### config.mk
export PLATFORM = sky130hd
export DESIGN_NAME = count_ones_sequential
export DESIGN_NICKNAME = d
export VERILOG_FILES = /design/src/rtl/count_ones_sequential_pkg.sv /design/src/rtl/count_ones_sequential_count_ones.sv /design/src/rtl/count_ones_sequential.sv
export SDC_FILE = /design/constraint.sdc
export NUM_CORES = 1
export LEC_CHECK = 0
export ABC_CLOCK_PERIOD_IN_PS = 5600
export CAP_MARGIN = 20
export CORE_MARGIN = 4
export CORE_UTILIZATION = 56
export DETAILED_ROUTE_END_ITERATION = 16
export PLACE_DENSITY = 0.95
export SYNTH_ARGS = -nofsm -noshare
export SYNTH_HDL_FRONTEND = slang
export SYNTH_SLANG_ARGS = --single-unit
### constraint.sdc
create_clock -name clock -period 5.6 [get_ports clock]
set_input_delay 1.12 -clock clock [delete_from_list [all_inputs] [get_ports clock]]
set_output_delay 1.12 -clock clock [all_outputs]
set_load 0.01 [all_outputs]
### src/rtl/count_ones_sequential_pkg.sv
// Package shared by the sequential population counter and its sub-module.
//   state_t : FSM state encoding (IDLE=0, COUNT=1, DONE=2), also seen on the
//             debug state port of count_ones_sequential.
package count_ones_sequential_pkg;

  typedef enum logic [1:0] {
    STATE_IDLE  = 2'd0,
    STATE_COUNT = 2'd1,
    STATE_DONE  = 2'd2
  } state_t;

endpackage

### src/rtl/count_ones_sequential_count_ones.sv
// count_ones: combinational population count of one WIDTH-bit chunk.
// Ports:
//   data   in  WIDTH       chunk to count
//   count  out WIDTH_LOG2  number of set bits in data (0..WIDTH)
module count_ones #(
  parameter int WIDTH      = 8,
  parameter int WIDTH_LOG2 = 4
) (
  input  logic [WIDTH-1:0]      data,
  output logic [WIDTH_LOG2-1:0] count
);

  always_comb begin
    count = '0;
    for (int i = 0; i < WIDTH; i++) begin
      count = count + WIDTH_LOG2'(data[i]);
    end
  end

endmodule

### src/rtl/count_ones_sequential.sv
// count_ones_sequential: multi-cycle population counter for wide vectors.
// One WIDTH-bit word is accepted, then counted CHUNK_WIDTH bits per cycle
// through a single count_ones instance; the total is returned afterwards.
//
// Ports:
//   clock         in   1            rising-edge clock
//   resetn        in   1            asynchronous reset, active-low
//   input_valid   in   1            input_data is valid
//   input_ready   out  1            block can accept a word (IDLE)
//   input_data    in   WIDTH        vector to count
//   output_valid  out  1            output_count is valid (DONE)
//   output_ready  in   1            consumer accepts output_count
//   output_count  out  COUNT_WIDTH  set bits of the accepted word, 0 outside DONE
//   busy          out  1            transaction in progress (state != IDLE)
//   dbg_state     out  2            current FSM state (IDLE=0, COUNT=1, DONE=2)
//
// Handshakes: a transfer happens on a rising edge where valid and ready are
// both high. ready does not depend on valid; once output_valid rises the
// count is held stable until output_ready is seen. input_valid outside IDLE
// is ignored, so input and output never overlap.
//
// Build option: define COUNT_ONES_SEQUENTIAL_EARLY_EXIT_EN to leave COUNT as
// soon as no set bits remain in the shift register (variable latency,
// same result). Without it the COUNT phase is always NUM_CHUNKS cycles.
module count_ones_sequential
  import count_ones_sequential_pkg::*;
#(
  parameter int WIDTH             = 32,
  parameter int CHUNK_WIDTH       = 8,
  parameter int NUM_CHUNKS        = WIDTH / CHUNK_WIDTH,
  parameter int COUNT_WIDTH       = $clog2(WIDTH + 1),
  parameter int CHUNK_COUNT_WIDTH = $clog2(CHUNK_WIDTH + 1)
) (
  input  logic                   clock,
  input  logic                   resetn,
  input  logic                   input_valid,
  output logic                   input_ready,
  input  logic [WIDTH-1:0]       input_data,
  output logic                   output_valid,
  input  logic                   output_ready,
  output logic [COUNT_WIDTH-1:0] output_count,
  output logic                   busy,
  output logic [1:0]             dbg_state
);

  localparam int IDX_WIDTH = (NUM_CHUNKS > 1) ? $clog2(NUM_CHUNKS) : 1;

  if (WIDTH % CHUNK_WIDTH != 0) begin : g_width_check
    $error("count_ones_sequential: WIDTH must be a multiple of CHUNK_WIDTH");
  end

  state_t                       state_q, state_d;
  logic [WIDTH-1:0]             shift_q, shift_d;
  logic [COUNT_WIDTH-1:0]       acc_q, acc_d;
  logic [IDX_WIDTH-1:0]         idx_q, idx_d;
  logic [CHUNK_COUNT_WIDTH-1:0] chunk_count;
  logic [WIDTH-1:0]             shift_next;
  logic                         last_chunk;
  logic                         count_done;

  count_ones #(
    .WIDTH      (CHUNK_WIDTH),
    .WIDTH_LOG2 (CHUNK_COUNT_WIDTH)
  ) u_count_ones (
    .data  (shift_q[CHUNK_WIDTH-1:0]),
    .count (chunk_count)
  );

  assign shift_next = shift_q >> CHUNK_WIDTH;
  assign last_chunk = (idx_q == IDX_WIDTH'(NUM_CHUNKS - 1));

`ifdef COUNT_ONES_SEQUENTIAL_EARLY_EXIT_EN
  // Nothing left to count once the remaining bits are all zero.
  assign count_done = last_chunk || (shift_next == '0);
`else
  assign count_done = last_chunk;
`endif

  always_ff @(posedge clock or negedge resetn) begin
    if (!resetn) begin
      state_q <= STATE_IDLE;
      shift_q <= '0;
      acc_q   <= '0;
      idx_q   <= '0;
    end else begin
      state_q <= state_d;
      shift_q <= shift_d;
      acc_q   <= acc_d;
      idx_q   <= idx_d;
    end
  end

  always_comb begin
    state_d = state_q;
    shift_d = shift_q;
    acc_d   = acc_q;
    idx_d   = idx_q;
    case (state_q)
      STATE_IDLE: begin
        if (input_valid) begin
          shift_d = input_data;
          acc_d   = '0;
          idx_d   = '0;
          state_d = STATE_COUNT;
        end
      end
      STATE_COUNT: begin
        // Chunk count is zero-extended; acc cannot exceed WIDTH.
        acc_d   = acc_q + COUNT_WIDTH'(chunk_count);
        shift_d = shift_next;
        idx_d   = idx_q + IDX_WIDTH'(1);
        if (count_done) begin
          state_d = STATE_DONE;
        end
      end
      STATE_DONE: begin
        if (output_ready) begin
          state_d = STATE_IDLE;
        end
      end
      default: state_d = STATE_IDLE;
    endcase
  end

  assign input_ready  = (state_q == STATE_IDLE);
  assign output_valid = (state_q == STATE_DONE);
  assign output_count = (state_q == STATE_DONE) ? acc_q : '0;
  assign busy         = (state_q != STATE_IDLE);
  assign dbg_state    = state_q;

endmodule
## Yosys cells after proc, flatten, opt, wreduce, memory -nomap -nowiden

Cells that the tools add are included.

| operators by class | value |
|---|---|
| add/sub/neg operators | 9 |
| equal/unequal tests | 6 |
| mux-type cells | 11 |
| reduce and logical (&&, ||, !) cells | 5 |

Operator list:

| operator | number |
|---|---|
| case mux 32 bit (2 select lines) | 1 |
| two-way mux 32 bit | 1 |
| adder 4 x 1 -> 4 bit | 6 |
| two-way mux 6 bit | 2 |
| case mux 6 bit (2 select lines) | 1 |
| two-way mux 2 bit | 4 |
| adder 6 x 4 -> 6 bit | 1 |
| case mux 2 bit (3 select lines) | 1 |
| equality test 2 bit, second input constant | 2 |
| inequality test 2 bit, second input constant | 2 |
| case mux 2 bit (2 select lines) | 1 |
| nonzero test 2 bit | 2 |
| AND reduction 3 bit | 1 |
| adder 1 x 1 -> 2 bit | 1 |
| adder 2 x 1 -> 2 bit, second input constant | 1 |
| equality test 2 x 1 -> 1 bit, second input constant | 1 |
| zero test 2 bit | 1 |
| inequality test 2 x 1 -> 1 bit, second input constant | 1 |
| AND reduction 2 bit | 1 |

| word-level totals | value |
|---|---|
| register bits after elaboration | 42 |
| input port bits | 36 |
| output and inout port bits | 11 |
| word-level logic and storage cells | 35 |

## Depth between registers and ports, before layout

| depth | value |
|---|---|
| depth after elaboration | 9 |
| depth in mapped cells | 13 |
| mapped depth without buffers | 13 |

## By module

From an unflattened synthesis, not the netlist that was laid out.

| second synthesis, totals | value |
|---|---|
| cell total of the unflattened synthesis | 225 |
| area total of the unflattened synthesis | 2122.0 um^2 |

Modules (own cells, without submodules):

| module | times used | cells an instance | area each (um^2) | sequential area each (um^2) |
|---|---|---|---|---|
| count_ones_sequential | 1 | 201 | 1931.9 | 1051.0 |
| count_ones | 1 | 24 | 190.2 | 0.0 |

## Worst setup path before layout

Ideal clock, no wire load.

| path | value |
|---|---|
| path type | reg-to-reg |
| start point | reg shift_q[0] |
| end point | reg acc_q[5] |
| setup time | 0.079 ns |
| arrival time | 3.481 ns |
| required time | 5.521 ns |
| path slack | 2.039 ns |
| stages on the path, launching flop included | 13 |
| path buffers | 0 |
| clock period less this slack | 3.561 ns |
| cells stage by stage | dfrtp_1 -> ha_1 -> inv_1 -> fa_1 -> fa_1 -> fa_1 -> fa_1 -> inv_1 -> ha_1 -> a211oi_2 -> nor3b_1 -> o211ai_1 -> mux2i_1 |

| between the ends | value |
|---|---|
| cells in the longest elaborated chain, start to end | 9 |

RTL lines:

| what | RTL line | text |
|---|---|---|
| start, declared | count_ones_sequential.sv:53 | `logic [WIDTH-1:0] shift_q, shift_d;` |
| start signal, assigned | count_ones_sequential.sv:87 | `shift_q <= shift_d;` |
| adder 1 x 1 -> 2 bit | count_ones_sequential_count_ones.sv:16 | `count = count + WIDTH_LOG2'(data[i]);` |
| adder 4 x 1 -> 4 bit (6 in series) | count_ones_sequential_count_ones.sv:16 |  |
| adder 6 x 4 -> 6 bit | count_ones_sequential.sv:109 | `acc_d = acc_q + COUNT_WIDTH'(chunk_count);` |
| case mux 6 bit (2 select lines) | count_ones_sequential.sv:98 | `case (state_q)` |
| end signal, assigned | count_ones_sequential.sv:83 | `acc_q <= '0;` |
| end signal, assigned | count_ones_sequential.sv:88 | `acc_q <= acc_d;` |
| end, declared | count_ones_sequential.sv:54 | `logic [COUNT_WIDTH-1:0] acc_q, acc_d;` |

Every way passes these cells.
A chain may end at the register's enable or synchronous reset.

## Final worst setup path

| path | value |
|---|---|
| start point | reg shift_q[1] |
| end point | reg acc_q[5] |

Same word-level chain as after synthesis.

==> results by stage <==
Floorplan:
- The die covers 0.00543 mm^2.
- The die extent in y is 73.7 um.
- Measured along the x axis, the die boundary spans 73.7 um.
- Once the floorplan was initialized, standard cells occupied 59.1% of the core.
- The total I/O pin count is 47.
- The number of placement rows is 23.
- The core footprint is 0.00409 mm^2.

Route:
- In this run the remaining antenna-violating nets after routing total 0.
- The first-iteration detailed-routing DRC count is 150.
- Before antenna repair, the detailed router went through 4 iterations.
- Using the TritonRoute via totals, the vias-per-cell ratio works out to 5.72.
- The final layout contains routed wiring with a total length of 5710 um.
- The total via count after detailed routing is about 2,000.
- The average detailed-routed wire length per instance is about 16 um.
- The number of remaining DRC errors is 0.

Setup path:
- The count of buffer and inverter cells on the critical path is 2.
- Along the worst path, the maximum fanout reaches 3.
- The capturing point of the worst reg2reg path is acc_q[5].
- The critical path class is register to register.
- Measured in cells, the most critical reg-to-reg path has a length of 12.
- The sort of element at the start of the critical path is a register.
- The worst endpoint required time is 5.82 ns.
- Setup slack on the worst reg-to-reg path comes out at 1.81 ns.
- The cell with the most instances on the worst path is sky130_fd_sc_hd__fa_1.
- The worst endpoint data arrival time is 4.01 ns.
- The critical path goes through ha_1 > inv_1 > fa_1 > fa_1 > fa_1 > fa_1 > inv_1 > ha_1 > a211oi_2 > nor3b_1 > o211ai_1 > mux2i_1.
- The reg-to-reg startpoint is shift_q[1].
- The kind of cell with the highest combined delay along the critical path is adder cells.
- STA classifies the critical path endpoint as a register.
- In this design, the stage delay of the slowest critical-path cell is 0.54 ns.
- The worst-path cell with the longest stage delay is sky130_fd_sc_hd__fa_1.

Timing:
- The largest clock skew in the final design is 0.00497 ns.
- The total count of hold-check failures in the final report is 0.
- The routed design could run at a clock period as short as about 3.8 ns.
- Adding up every negative setup slack in the final design gives 0 ns.
- The relative max-transition margin is between 30% and 40%.
- Based on the critical path, the design can be clocked at up to 0.264 GHz.
- The total count of max-transition violations in the final report was 0.
- After layout, the worst path uses about 68% of the clock period.
- Setup repair after global routing left no endpoint under its margin.
- Setup violations remaining at the end of the flow were counted as 0.
- The transition time at the pin with the least slew margin is around 0.95 ns.

CTS:
- The clock sink count is 42.
- The clock tree synthesis step divided the H-tree into 2 levels.
- Buffers inserted to repair hold after CTS numbered 0.
- Clock latency on the worst-skew pair, taken at its later pin, is ~0.29 ns.
- The number of gates resized after CTS is 0.
- The clock root buffer master is sky130_fd_sc_hd__clkbuf_8.
- The CTS buffer count is 5.
- The number of setup buffers added after CTS is 0.
- In this run the deepest clock path goes through 2 buffers.
- The clock input transition at the sequential cells of the worst setup and hold paths is 0.08 ns.
- TritonCTS built the clock tree.

Placement:
- Routability-driven placement finished with a final weighted congestion of 0.804.
- The number of buffers inserted by port buffering is 46.
- Once detailed placement completed, the half-perimeter wirelength came to 3770 um.
- Once placement finished, the instance area stood at 0.00285 mm^2.
- The placed cell count is 341.

Pwr:
- The fraction of power consumed by the clock network is around 12%.
- The leakage component of the power is roughly 1.3 nW.
- The internal power of the cells totals 931 uW.
- The sequential power share is between 30 and 40%.
- The peak supply drop is 276 uV.
- The power per standard cell area is 553 mW/mm^2.
- Net switching is a little over two fifths of the power.
- Combinational cells account for 56.3% of the total power.
- For this design the total switching power over the nets is 695 uW.
- The total power is 1.63 mW.

Global routing:
- The via count of the first global-routing pass is 1,936.
- Entering global routing, the biggest net connects 44 pins.
- The total routing usage reported by global routing is between 20% and 30%.
- For this run the aggregate overflow at the end of global routing stands at 0.
- The first global-routing pass estimated between 9000 and 10,000 um of wire.
- The number of antenna violations at the first check in global routing is 0.

Hold path:
- The path with the worst hold slack has its endpoint at shift_q[6].
- The path class of the tightest hold or removal check is register to register.
- Counting instances, the worst hold path has a depth of 2.
- The hold path startpoint is shift_q[6].

Flow run:
- The max capacitance violation total is 0.

Synthesis:
- The post-synthesis sequential element count is 42.
- The synthesized net count is 308.
- The most numerous cell in the Yosys netlist is sky130_fd_sc_hd__dfrtp_1.
- After synthesis, the most frequently instantiated cells are 42 x sky130_fd_sc_hd__dfrtp_1, 32 x sky130_fd_sc_hd__a21oi_1, 26 x sky130_fd_sc_hd__nor2b_1.
- The area fraction of the dominant cell type after synthesis is 43.5%.
- In this run the mean area of a mapped cell was 9.32 um^2.
- The commonest register cell after synthesis is sky130_fd_sc_hd__dfrtp_1.
- The cell area that synthesis handed to floorplanning was roughly 0.0024 mm^2.
- The cell count after synthesis came out at 259.
- The count of distinct cell types in the synthesized netlist is 31.
- Sorting the synthesized cells by area gives the leading types as sky130_fd_sc_hd__dfrtp_1 44%, sky130_fd_sc_hd__nor2b_1 6.7%, sky130_fd_sc_hd__a21oi_1 6.6%, sky130_fd_sc_hd__a22oi_1 5.6%, sky130_fd_sc_hd__o21ai_1 4.6%.
- The fraction of registers with async set/reset is 100%.
- The synthesized design spends more area on one cell type than any other, namely sky130_fd_sc_hd__dfrtp_1.
- In this run, synthesis inferred 0 flip-flops with an integrated enable.
- Sequential cells were found to cover between 40% and 50% of the synthesized design area.
- Yosys printed 0 warnings.

Layout:
- Cells with a size suffix above 1 make up 4.68% of the layout.
- The number of inserted diodes is 0.
- The fill cell total of the finished layout is about 290.
- The finished cells cover 0.00294 mm^2.
- Measured on the finished design, the core utilization comes to 72.0%.
- The final net count is around 350.
- The final instance count without filler cells is 349.
- The area added between synthesis and finish is 21.8%.

Run status:
- The run finished with clean final reports.
-- power by group through the flow --
stage	sequential [mW]	clock (mW)	combinational, mW
floorplan	0.493	0	0.693
global placement	0.503	0	0.834
detailed placement	0.510	0	0.911
CTS	0.506	0.201	0.922
global route	0.521	0.216	1.04
finish	0.510	0.201	0.916
-- cell type report --
type,count,area (um^2),area share (%)
inverter,16,60.1,2.04
clock inverter,1,5.00,0.170
multi-input combinational,184,1200,40.7
tap,50,62.6,2.13
timing repair buffer,49,478,16.3
clock buffer,7,86.3,2.94
sequential,42,1050,35.7
-- worst max-delay path by stage --
stage                     startpoint        to  slack [ns]  depth (start not counted)
after floorplan           shift_q[0]  acc_q[5]        2.04                         12
after global placement    shift_q[1]  acc_q[5]        1.97                         12
after detailed placement  shift_q[1]  acc_q[5]        1.85                         12
after CTS                 shift_q[1]  acc_q[5]        1.81                         12
after global routing      shift_q[1]  acc_q[5]        1.63                         12
final                     shift_q[1]  acc_q[5]        1.81                         12
-- sequential cells by signal (all words and copies together), names as in the netlist --
name / flops
dbg_state: 2
idx_q: 2
shift_q: 32
acc_q: 6
-- worst register-to-register path, stage by stage (launching register included) --
cell	delay (ns)
sky130_fd_sc_hd__dfrtp_1	0.41
sky130_fd_sc_hd__ha_1	0.28
sky130_fd_sc_hd__inv_1	0.04
sky130_fd_sc_hd__fa_1	0.50
sky130_fd_sc_hd__fa_1	0.44
sky130_fd_sc_hd__fa_1	0.41
sky130_fd_sc_hd__fa_1	0.54
sky130_fd_sc_hd__inv_1	0.05
sky130_fd_sc_hd__ha_1	0.27
sky130_fd_sc_hd__a211oi_2	0.21
sky130_fd_sc_hd__nor3b_1	0.11
sky130_fd_sc_hd__o211ai_1	0.23
sky130_fd_sc_hd__mux2i_1	0.22
-- layout by cell type (no fill, tap or decap), drive strengths merged, types with 2 or more instances in the layout --
cell / n
clkdlybuf4s50: 45
dfrtp: 42
o21ai: 38
a21oi: 32
nor2b: 28
nand2: 22
a22oi: 18
inv: 16
ha: 8
clkbuf: 7
and3b: 6
nor2: 5
and2: 5
fa: 5
buf: 4
and2b: 3
mux2i: 2
a22o: 2
o21a: 2
-- logic make-up after synthesis --
| logic type | synth area share [%] |
|---|---|
| DFF | 43.5 |
| adders and majority gates | 8.29 |
| buffers and inverters | 6.89 |
| muxes | 0.829 |
| xor gates and xnor gates | 0.726 |
| AOI/OAI and AO/OA | 22.9 |
| and+or+nand+nor | 16.8 |
-- routing by layer --
layer | vias up | track usage (%) | part of all wire (%)
li1 | 963 | - | -
met1 | 964 | 31.6 | 44
met2 | 62 | 35.8 | 50
met3 | 8 | 4.10 | 4.9
met4 | 0 | 5.43 | 1.1
met5 | - | 0 | 0
-- through the flow --
stage          setup slack [ns]  hold slack [ns]
6_report                   1.81            0.487
3_5_place_dp               1.85            0.472
5_1_grt                    1.63            0.498
2_1_floorplan              2.04            0.437
3_3_place_gp               1.97            0.462
4_1_cts                    1.81            0.489
Note: power is estimated with default switching activity, not from simulation.
